<file path="config.mk">
export PLATFORM = sky130hd
export DESIGN_NAME = lcd_de_rx
export DESIGN_NICKNAME = d
export VERILOG_FILES = /design/src/rtl/lcd_pkg.sv /design/src/rtl/lcd_crc16_step.sv /design/src/rtl/lcd_de_rx.sv
export SDC_FILE = /design/constraint.sdc
export NUM_CORES = 1
export LEC_CHECK = 0
export ABC_AREA = 1
export CAP_MARGIN = 20
export CORE_MARGIN = 1.5
export CORE_UTILIZATION = 40
export DETAILED_ROUTE_END_ITERATION = 8
export GPL_TIMING_DRIVEN = 0
export PLACE_DENSITY = 0.66
export SYNTH_ARGS = -nofsm -noshare
export SYNTH_HDL_FRONTEND = slang
export SYNTH_SLANG_ARGS = --single-unit
export TNS_END_PERCENT = 20
</file>
<file path="constraint.sdc">
create_clock -name lcd_clk -period 4.05 [get_ports lcd_clk]
set_clock_uncertainty 0.15 [all_clocks]
set_input_delay 0.81 -clock lcd_clk [delete_from_list [all_inputs] [get_ports lcd_clk]]
set_output_delay 0.81 -clock lcd_clk [all_outputs]
set_load 0.01 [all_outputs]
</file>
<file path="src/rtl/lcd_pkg.sv">
// Shared definitions for the DE-mode LCD video path: receiver state
// encoding, default 800x480 panel timing (also used by the DE timing
// generators) and CRC-16-CCITT constants.
package lcd_pkg;

  typedef enum logic [1:0] {
    SEARCH = 2'd0,
    SYNC   = 2'd1,
    LOCKED = 2'd2
  } rx_state_t;

  // 800x480 panel: 1057-clock lines (800 active + 257 blank), 480 lines.
  localparam logic [10:0] LCD_H_VALID   = 11'd800;
  localparam logic [10:0] LCD_V_VALID   = 11'd480;
  localparam logic [10:0] LCD_H_SYNC    = 11'd1;
  localparam logic [10:0] LCD_H_BACK    = 11'd46;
  localparam logic [10:0] LCD_H_FRONT   = 11'd210;

  // Longer than any horizontal blank, shorter than the vertical blank.
  localparam logic [11:0] LCD_VBLANK_TH = 12'd2048;

  localparam logic [15:0] LCD_CRC16_POLY = 16'h1021;
  localparam logic [15:0] LCD_CRC16_INIT = 16'hFFFF;

  // 11-bit increment that sticks at all-ones.
  function automatic logic [10:0] sat_inc11(input logic [10:0] v);
    return (v == 11'h7FF) ? v : v + 11'd1;
  endfunction

endpackage

</file>
<file path="src/rtl/lcd_crc16_step.sv">
// Combinational CRC-16-CCITT update consuming one 16-bit word per call,
// MSB first (polynomial from lcd_pkg).
// Ports:
//   crc_in   current CRC register
//   data_in  16-bit word to absorb
//   crc_out  CRC after absorbing data_in
module lcd_crc16_step
  import lcd_pkg::*;
(
  input  logic [15:0] crc_in,
  input  logic [15:0] data_in,
  output logic [15:0] crc_out
);

  logic [15:0] crc;
  logic [15:0] dat;
  logic        fb;

  always_comb begin
    crc = crc_in;
    dat = data_in;
    fb  = 1'b0;
    for (int unsigned i = 0; i < 16; i++) begin
      fb  = crc[15] ^ dat[15];
      crc = {crc[14:0], 1'b0} ^ (fb ? LCD_CRC16_POLY : '0);
      dat = {dat[14:0], 1'b0};
    end
    crc_out = crc;
  end

endmodule

</file>
<file path="src/rtl/lcd_de_rx.sv">
// DE-mode LCD video receiver. Samples DE + RGB565 in the pixel clock
// domain, recovers pixel X/Y, frame_start/frame_end markers, measured
// active width/height, and reports lock once a whole frame matches
// H_VALID x V_VALID.
// Ports:
//   lcd_clk        pixel clock
//   sys_rst        synchronous reset, active-high
//   de_in/data_in  incoming data enable and RGB565 pixel
//   pix_valid      registered DE, suppressed while searching for frame sync
//   pix_data       registered data_in
//   pixel_xpos/ypos  column/line of pix_data
//   frame_start    pulse with the first pixel of a frame
//   frame_end      pulse when vertical blank is detected
//   locked         last completed frame matched the expected geometry
//   h_active_meas  DE-high length of the last completed line
//   v_active_meas  line count of the last completed frame
// Optional (LCD_DE_RX_CRC_EN defined):
//   frame_crc/frame_crc_valid  CRC-16-CCITT over the frame's pixels,
//   presented together with frame_end.
module lcd_de_rx
  import lcd_pkg::*;
#(
  parameter logic [10:0] H_VALID   = LCD_H_VALID,
  parameter logic [10:0] V_VALID   = LCD_V_VALID,
  parameter logic [11:0] VBLANK_TH = LCD_VBLANK_TH
) (
  input  logic        lcd_clk,
  input  logic        sys_rst,
  input  logic        de_in,
  input  logic [15:0] data_in,
  output logic        pix_valid,
  output logic [15:0] pix_data,
  output logic [10:0] pixel_xpos,
  output logic [10:0] pixel_ypos,
  output logic        frame_start,
  output logic        frame_end,
  output logic        locked,
  output logic [10:0] h_active_meas,
  output logic [10:0] v_active_meas
`ifdef LCD_DE_RX_CRC_EN
  ,
  output logic [15:0] frame_crc,
  output logic        frame_crc_valid
`endif
);

  rx_state_t   state_q, state_d;
  logic        de_q;
  logic [11:0] low_cnt;
  logic [10:0] x_cnt;
  logic [10:0] y_cnt;
  logic        line_err;
  logic        sof_armed;

  logic        rise, fall, vblank, sync_on, geom_ok;
  logic [10:0] x_cur;
  logic [11:0] run_len;
  logic [10:0] run_meas;

  assign rise    = de_in & ~de_q;
  assign fall    = ~de_in & de_q;
  // low_cnt saturates at VBLANK_TH, so this fires once per low run.
  assign vblank  = ~de_in & (low_cnt == VBLANK_TH - 12'd1);
  assign sync_on = (state_q != SEARCH);
  assign geom_ok = ~line_err & (y_cnt == V_VALID);

  // Column of the pixel being sampled this cycle.
  assign x_cur    = rise ? '0 : sat_inc11(x_cnt);
  // x_cnt holds the last column of the run that just ended.
  assign run_len  = {1'b0, x_cnt} + 12'd1;
  assign run_meas = run_len[11] ? 11'h7FF : run_len[10:0];

  always_comb begin
    state_d = state_q;
    case (state_q)
      SEARCH:  if (vblank)             state_d = SYNC;
      SYNC:    if (vblank && geom_ok)  state_d = LOCKED;
      LOCKED:  if (vblank && !geom_ok) state_d = SYNC;
      default:                         state_d = SEARCH;
    endcase
  end

  always_ff @(posedge lcd_clk) begin
    if (sys_rst) begin
      state_q       <= SEARCH;
      de_q          <= 1'b0;
      low_cnt       <= '0;
      x_cnt         <= '0;
      y_cnt         <= '0;
      line_err      <= 1'b0;
      sof_armed     <= 1'b0;
      pix_valid     <= 1'b0;
      pix_data      <= '0;
      pixel_xpos    <= '0;
      pixel_ypos    <= '0;
      frame_start   <= 1'b0;
      frame_end     <= 1'b0;
      locked        <= 1'b0;
      h_active_meas <= '0;
      v_active_meas <= '0;
    end else begin
      state_q <= state_d;
      de_q    <= de_in;

      if (de_in)
        low_cnt <= '0;
      else if (low_cnt != VBLANK_TH)
        low_cnt <= low_cnt + 12'd1;

      if (de_in)
        x_cnt <= x_cur;

      if (fall)
        y_cnt <= sat_inc11(y_cnt);
      else if (vblank)
        y_cnt <= '0;

      if (vblank)
        line_err <= 1'b0;
      else if (fall && (run_len != {1'b0, H_VALID}))
        line_err <= 1'b1;

      if (vblank)
        sof_armed <= 1'b1;
      else if (rise)
        sof_armed <= 1'b0;

      pix_valid   <= de_in & sync_on;
      pix_data    <= data_in;
      frame_start <= rise & sof_armed & sync_on;
      frame_end   <= vblank & sync_on;

      if (de_in) begin
        pixel_xpos <= x_cur;
        pixel_ypos <= y_cnt;
      end

      if (fall)
        h_active_meas <= run_meas;

      if (vblank && sync_on) begin
        v_active_meas <= y_cnt;
        locked        <= geom_ok;
      end
    end
  end

`ifdef LCD_DE_RX_CRC_EN
  logic [15:0] crc_q;
  logic [15:0] crc_seed;
  logic [15:0] crc_next;

  // frame_start only ever accompanies pix_valid, so the seed swap lands
  // exactly on the frame's first pixel.
  assign crc_seed = frame_start ? LCD_CRC16_INIT : crc_q;

  lcd_crc16_step u_crc16_step (
    .crc_in  (crc_seed),
    .data_in (pix_data),
    .crc_out (crc_next)
  );

  always_ff @(posedge lcd_clk) begin
    if (sys_rst) begin
      crc_q           <= LCD_CRC16_INIT;
      frame_crc       <= '0;
      frame_crc_valid <= 1'b0;
    end else begin
      if (pix_valid)
        crc_q <= crc_next;
      frame_crc_valid <= vblank & sync_on;
      if (vblank && sync_on)
        frame_crc <= crc_q;
    end
  end
`endif

endmodule

</file>
* After elaboration in Yosys (flattened, before gate mapping)
Index checks and enable logic that the tools add are counted.
Storage, ports and cells: latch bits 0, logic and storage cells 69, bits in registers 92, memories kept 0, bits in read-only memories 0, bits in writable memories 0, output and inout bits 64, input port bits 19
Operators by class: bitwise operators 11, magnitude comparators 0, equal/unequal tests 13, divide/modulo/power cells 0, muxes and demuxes 12, reductions and logical operators 14, multipliers 0, add/subtract/negate cells 4, shift-type cells 0
Operators with widths (count):
- $mux W11 | 6
- $add A11 B1 Y11 const B | 2
- $eq A11 B11 Y1 const B | 2
- $add A11 B1 Y12 const B | 1
- $add A12 B1 Y12 const B | 1
- $eq A12 B11 Y1 const B | 1
- $ne A12 B10 Y1 const B | 1
- $ne A12 B12 Y1 const B | 1
- $eq A11 B9 Y1 const B | 1
- $ne A2 B2 Y1 const B | 5
- $and A1 B1 Y1 | 8
- $mux W2 | 3
- $pmux W2 S3 | 1
- $reduce_bool A2 Y1 | 3
- $logic_and A1 B1 Y1 | 4
- $reduce_and A2 Y1 | 2
- $reduce_or A2 Y1 | 2
- $not A1 Y1 | 3
- $reduce_and A3 Y1 | 1
- $eq A2 B1 Y1 const B | 1
- $eq A2 B2 Y1 const B | 1
- $logic_not A2 Y1 | 1
- $mux W1 | 2
- $logic_not A1 Y1 | 1

* Depth between registers and ports, before layout
depth in word-level cells 6, gate-level depth with buffers 12, mapped depth without buffers 12

* Worst setup path after synthesis
OpenSTA, ideal clock, no wires.
path type input to register, from in de_in, to reg v_active_meas[1], setup time 120 ps, path slack 2112 ps, arrival time 1668 ps, data required time 3780 ps, path buffers 1, cell stages on the path 5, cell sequence nor4_2 -> nand2_2 -> nor2_4 -> buf_4 -> a21oi_1
On the way: longest elaborated chain between the ends 3
Ends and longest elaborated chain:
- from (decl) | line lcd_de_rx.sv:29 | input logic de_in,
- $not A1 Y1 | line lcd_de_rx.sv:63 | assign vblank = ~de_in & (low_cnt == VBLANK_TH - 12'd1);
- $and A1 B1 Y1 | line lcd_de_rx.sv:63
- $logic_and A1 B1 Y1 | line lcd_de_rx.sv:141 | if (vblank && sync_on) begin
- to (signal assigned) | line lcd_de_rx.sv:142 | v_active_meas <= y_cnt;
- to (decl) | line lcd_de_rx.sv:39 | output logic [10:0] v_active_meas
Every way passes these cells. A chain may end at the register's enable or synchronous reset.

* Worst setup path in the final report
from in de_in, to reg v_active_meas[2]
The elaborated chain is that of the path after synthesis.

==> results.tsv <==
stage	metric	value	unit
logic_synthesis	multiplexer area fraction after synthesis	0	
clocking	post-cts resize count	0	
power_and_ir_drop	Worst IR Drop VDD	0.000207	V
logic_synthesis	largest family of logic cells by synthesized area	simple AND/OR/NAND/NOR gates	
logic_synthesis	Mapped Nets	516	
floorplanning	num rows	35	
logic_synthesis	xor-xnor portion of the synthesized cell area	0.00233	
detailed_routing	DRT antenna net count	0	
detailed_routing	Vias/cell	4.87	
cells_and_area	Final Instance Area	4900	um2
cells_and_area	fill count	879	
clocking	# H-tree levels	3	
setup_path	crit-path max FO	10	
logic_synthesis	Mapped Area	3770	um2
cells_and_area	Layout area overhead	30.2	%
setup_path	worst-path cell chain	clkdlybuf4s50_1, nor4_2, nand2_2, nor2_4, buf_6, o21ai_1, a21oi_2	
global_routing	Total Routing Usage GR	0.179	
clocking	Clk pin slew, worst setup/hold paths	0.08	ns
clocking	Root Driver	clkbuf_8	
timing	fin. max-slew vios	0	
timing	Least-Margin Pin Slew	0.553	ns
setup_path	critical path type	in -> reg	
floorplanning	Starting Density	0.410	
clocking	CTS Hold Bufs	0	
clocking	clk buf depth	2	
clocking	post-CTS setup buffer count	0	
setup_path	Critical Path Start Type	primary input	
setup_path	CP max stage cell	clkdlybuf4s50_1	
run_status	status	finished, final reports clean	
placement	Placer Congestion	0.903	
power_and_ir_drop	PD cells	331	nW/um2
power_and_ir_drop	Psw	0.372	mW
timing	Tmin final	2.36	ns
timing	TNS Setup	0	ns
global_routing	first-pass GRT wire length	14300	um
clocking	total CTS buffers	9	
power_and_ir_drop	Comb pwr share	0.071	
floorplanning	core area	9200	um2
setup_path	Worst Path Required	4.18	ns
global_routing	largest net degree at the start of global routing	15	
power_and_ir_drop	Reg power frac	0.574	
logic_synthesis	top cell type by total area after synthesis	dfxtp_1	
hold_path	Worst Hold Class	reg -> reg	
power_and_ir_drop	Sw Share	0.229	
timing	Fin. Hold Viols	0	
logic_synthesis	Post-Syn Area per Cell	7.65	um2
floorplanning	Die X	100	um
global_routing	grt ovf	0	
power_and_ir_drop	Final Power	1.62	mW
logic_synthesis	Synth Area in Simple Gates	0.243	
logic_synthesis	post-synthesis cell count	492	
global_routing	number of global-route vias before repair	3065	
cells_and_area	area occupied by registers	1840	um2
cells_and_area	layout cells sized above 1	0.0798	
flow_run	maxcap violations	0	
detailed_routing	drt wl/cell	12.5	um
clocking	TritonCTS sink count	92	
logic_synthesis	Yosys top cell area share	0.489	
floorplanning	I/O Pins	83	
timing	Final Cycle Share	0.583	
timing	Final setup viols	0	
power_and_ir_drop	static leakage	1.92	nW
placement	port bufs	81	
detailed_routing	drt pass-1 iters	4	
detailed_routing	WL final	8780	um
cells_and_area	final net count	608	
floorplanning	Die Height	100	um
setup_path	CP peak stage delay	0.51	ns
clocking	TritonCTS clock tree	yes	
cells_and_area	Multi-input gate area	1570	um2
logic_synthesis	Cell variety after synth	33	
logic_synthesis	FF+latch count, synth	92	
global_routing	initial antenna violation count	0	
detailed_routing	DR vias	3407	
logic_synthesis	largest cells by area after synthesis	dfxtp_1 49%, nand2_1 8.8%, inv_1 7.6%, nor2_1 5.9%, a21oi_1 4.8%	
logic_synthesis	Yosys warnings	0	
clocking	later-pin clock latency in the skew report	0.35	ns
floorplanning	Die Area	10000	um2
timing	Fmax achieved	0.424	GHz
timing	RSZ-0062 raised after global routing	false	
logic_synthesis	post-synthesis sequential area ratio	0.489	
setup_path	Worst Path Arrival	2.49	ns
setup_path	CP Capture Type	flop	
power_and_ir_drop	Clk network pwr share	0.355	
logic_synthesis	Synth Area in Adders	0.0166	
placement	Detail Placement HPWL	6650	um
logic_synthesis	Synth Area in Compound Gates	0.154	
cells_and_area	ant diodes	0	
cells_and_area	utilization after layout	0.533	
timing	Max-slew headroom	0.631	
detailed_routing	number of DRC markers in iteration 0	191	
detailed_routing	drc violations	0	
power_and_ir_drop	internal power	1.25	mW
placement	Placement Cell Area	4720	um2
-- critical path: cells and delay by family --
family | cells | cell delay [ns]
AND/OR/NAND/NOR | 3 | 0.79
buffers and inverters | 2 | 0.67
AO/OA/AOI/OAI | 2 | 0.21
-- flip-flops by register name (all words and copies together), names as in the netlist, 2 cells and up --
signal and count:
h_active_meas 11, pix_data 16, state_q 2, x_cnt 11
pixel_ypos 11, y_cnt 11, v_active_meas 11, low_cnt 12
-- layout make-up --
| type | count | area share |
|---|---|---|
| buffer | 12 | 0.0130 |
| clock buffer | 13 | 0.0344 |
| clock inverter | 3 | 0.00408 |
| inverter | 78 | 0.0597 |
| multi-input combinational | 310 | 0.320 |
| sequential | 92 | 0.376 |
| tap | 111 | 0.0283 |
| timing repair buffer | 81 | 0.165 |
-- power groups by stage --
stage	registers, mW	logic, mW	clock network (mW)
after global routing	0.934	0.127	0.635
after CTS	0.932	0.116	0.598
final	0.931	0.115	0.576
after global placement	0.952	0.114	0
after detailed placement	0.953	0.115	0
after floorplan	0.959	0.0456	0
-- Yosys cell counts (all sizes together) --
cell type / instances
ha: 5
inv: 77
clkinv: 1
nor3: 8
and3: 1
nand3: 25
nor4: 2
a31oi: 2
o211ai: 3
nor2: 64
dfxtp: 92
o21bai: 1
o221ai: 7
xor2: 1
a21oi: 46
nand2: 95
o21ai: 42
buf: 3
nand4: 6
clkbuf: 9
nand3b: 1
or2: 1
-- kinds of logic after synthesis --
| logic type | after synthesis |
|---|---|
| adders and majority gates | 5 |
| xor gates and xnor gates | 1 |
| AOI/OAI and AO/OA | 101 |
| and+or+nand+nor | 203 |
| buffers and inverters | 90 |
| DFF | 92 |
-- worst paths after layout --
check                      to  slack (ns)  cells after the start     startpoint
max          v_active_meas[2]        1.69                      7          de_in
min             pixel_ypos[4]        0.31                      2  pixel_ypos[4]
max reg2reg          x_cnt[0]        1.98                      9       x_cnt[0]
min reg2reg     pixel_ypos[4]        0.31                      2  pixel_ypos[4]
-- layout by cell type, fill, tap and decap left out, drive strengths merged --
cell type      count
nand2             95
dfxtp             92
clkdlybuf4s50     81
inv               77
nor2              64
a21oi             46
o21ai             42
nand3             25
clkbuf            22
nor3               8
o221ai             7
nand4              6
ha                 5
o211ai             3
buf                3
a31oi              2
clkinvlp           2
clkinv             2
nor4               2
or2                1
nand3b             1
xor2               1
and3               1
o21bai             1
-- metrics by stage --
stage | hold WS (ns) | instances | setup slack (ns)
6_report | 0.313 | 700 | 1.69
5_1_grt | 0.347 | 700 | 1.59
4_1_cts | 0.321 | 700 | 1.69
3_5_place_dp | 0.299 | 684 | 1.34
3_3_place_gp | 0.299 | 684 | 1.35
2_1_floorplan | 0.281 | 492 | 2.11
-- routing by layer --
| metal | GRT usage | up-vias | wire, um |
|---|---|---|---|
| met5 | 0 | - | 0 |
| met4 | 0.0563 | 0 | 69 |
| met3 | 0.0481 | 7 | 545 |
| met2 | 0.294 | 95 | 4250 |
| met1 | 0.230 | 1545 | 3920 |
| li1 | - | 1760 | - |
(Power assumes the default switching activity.)
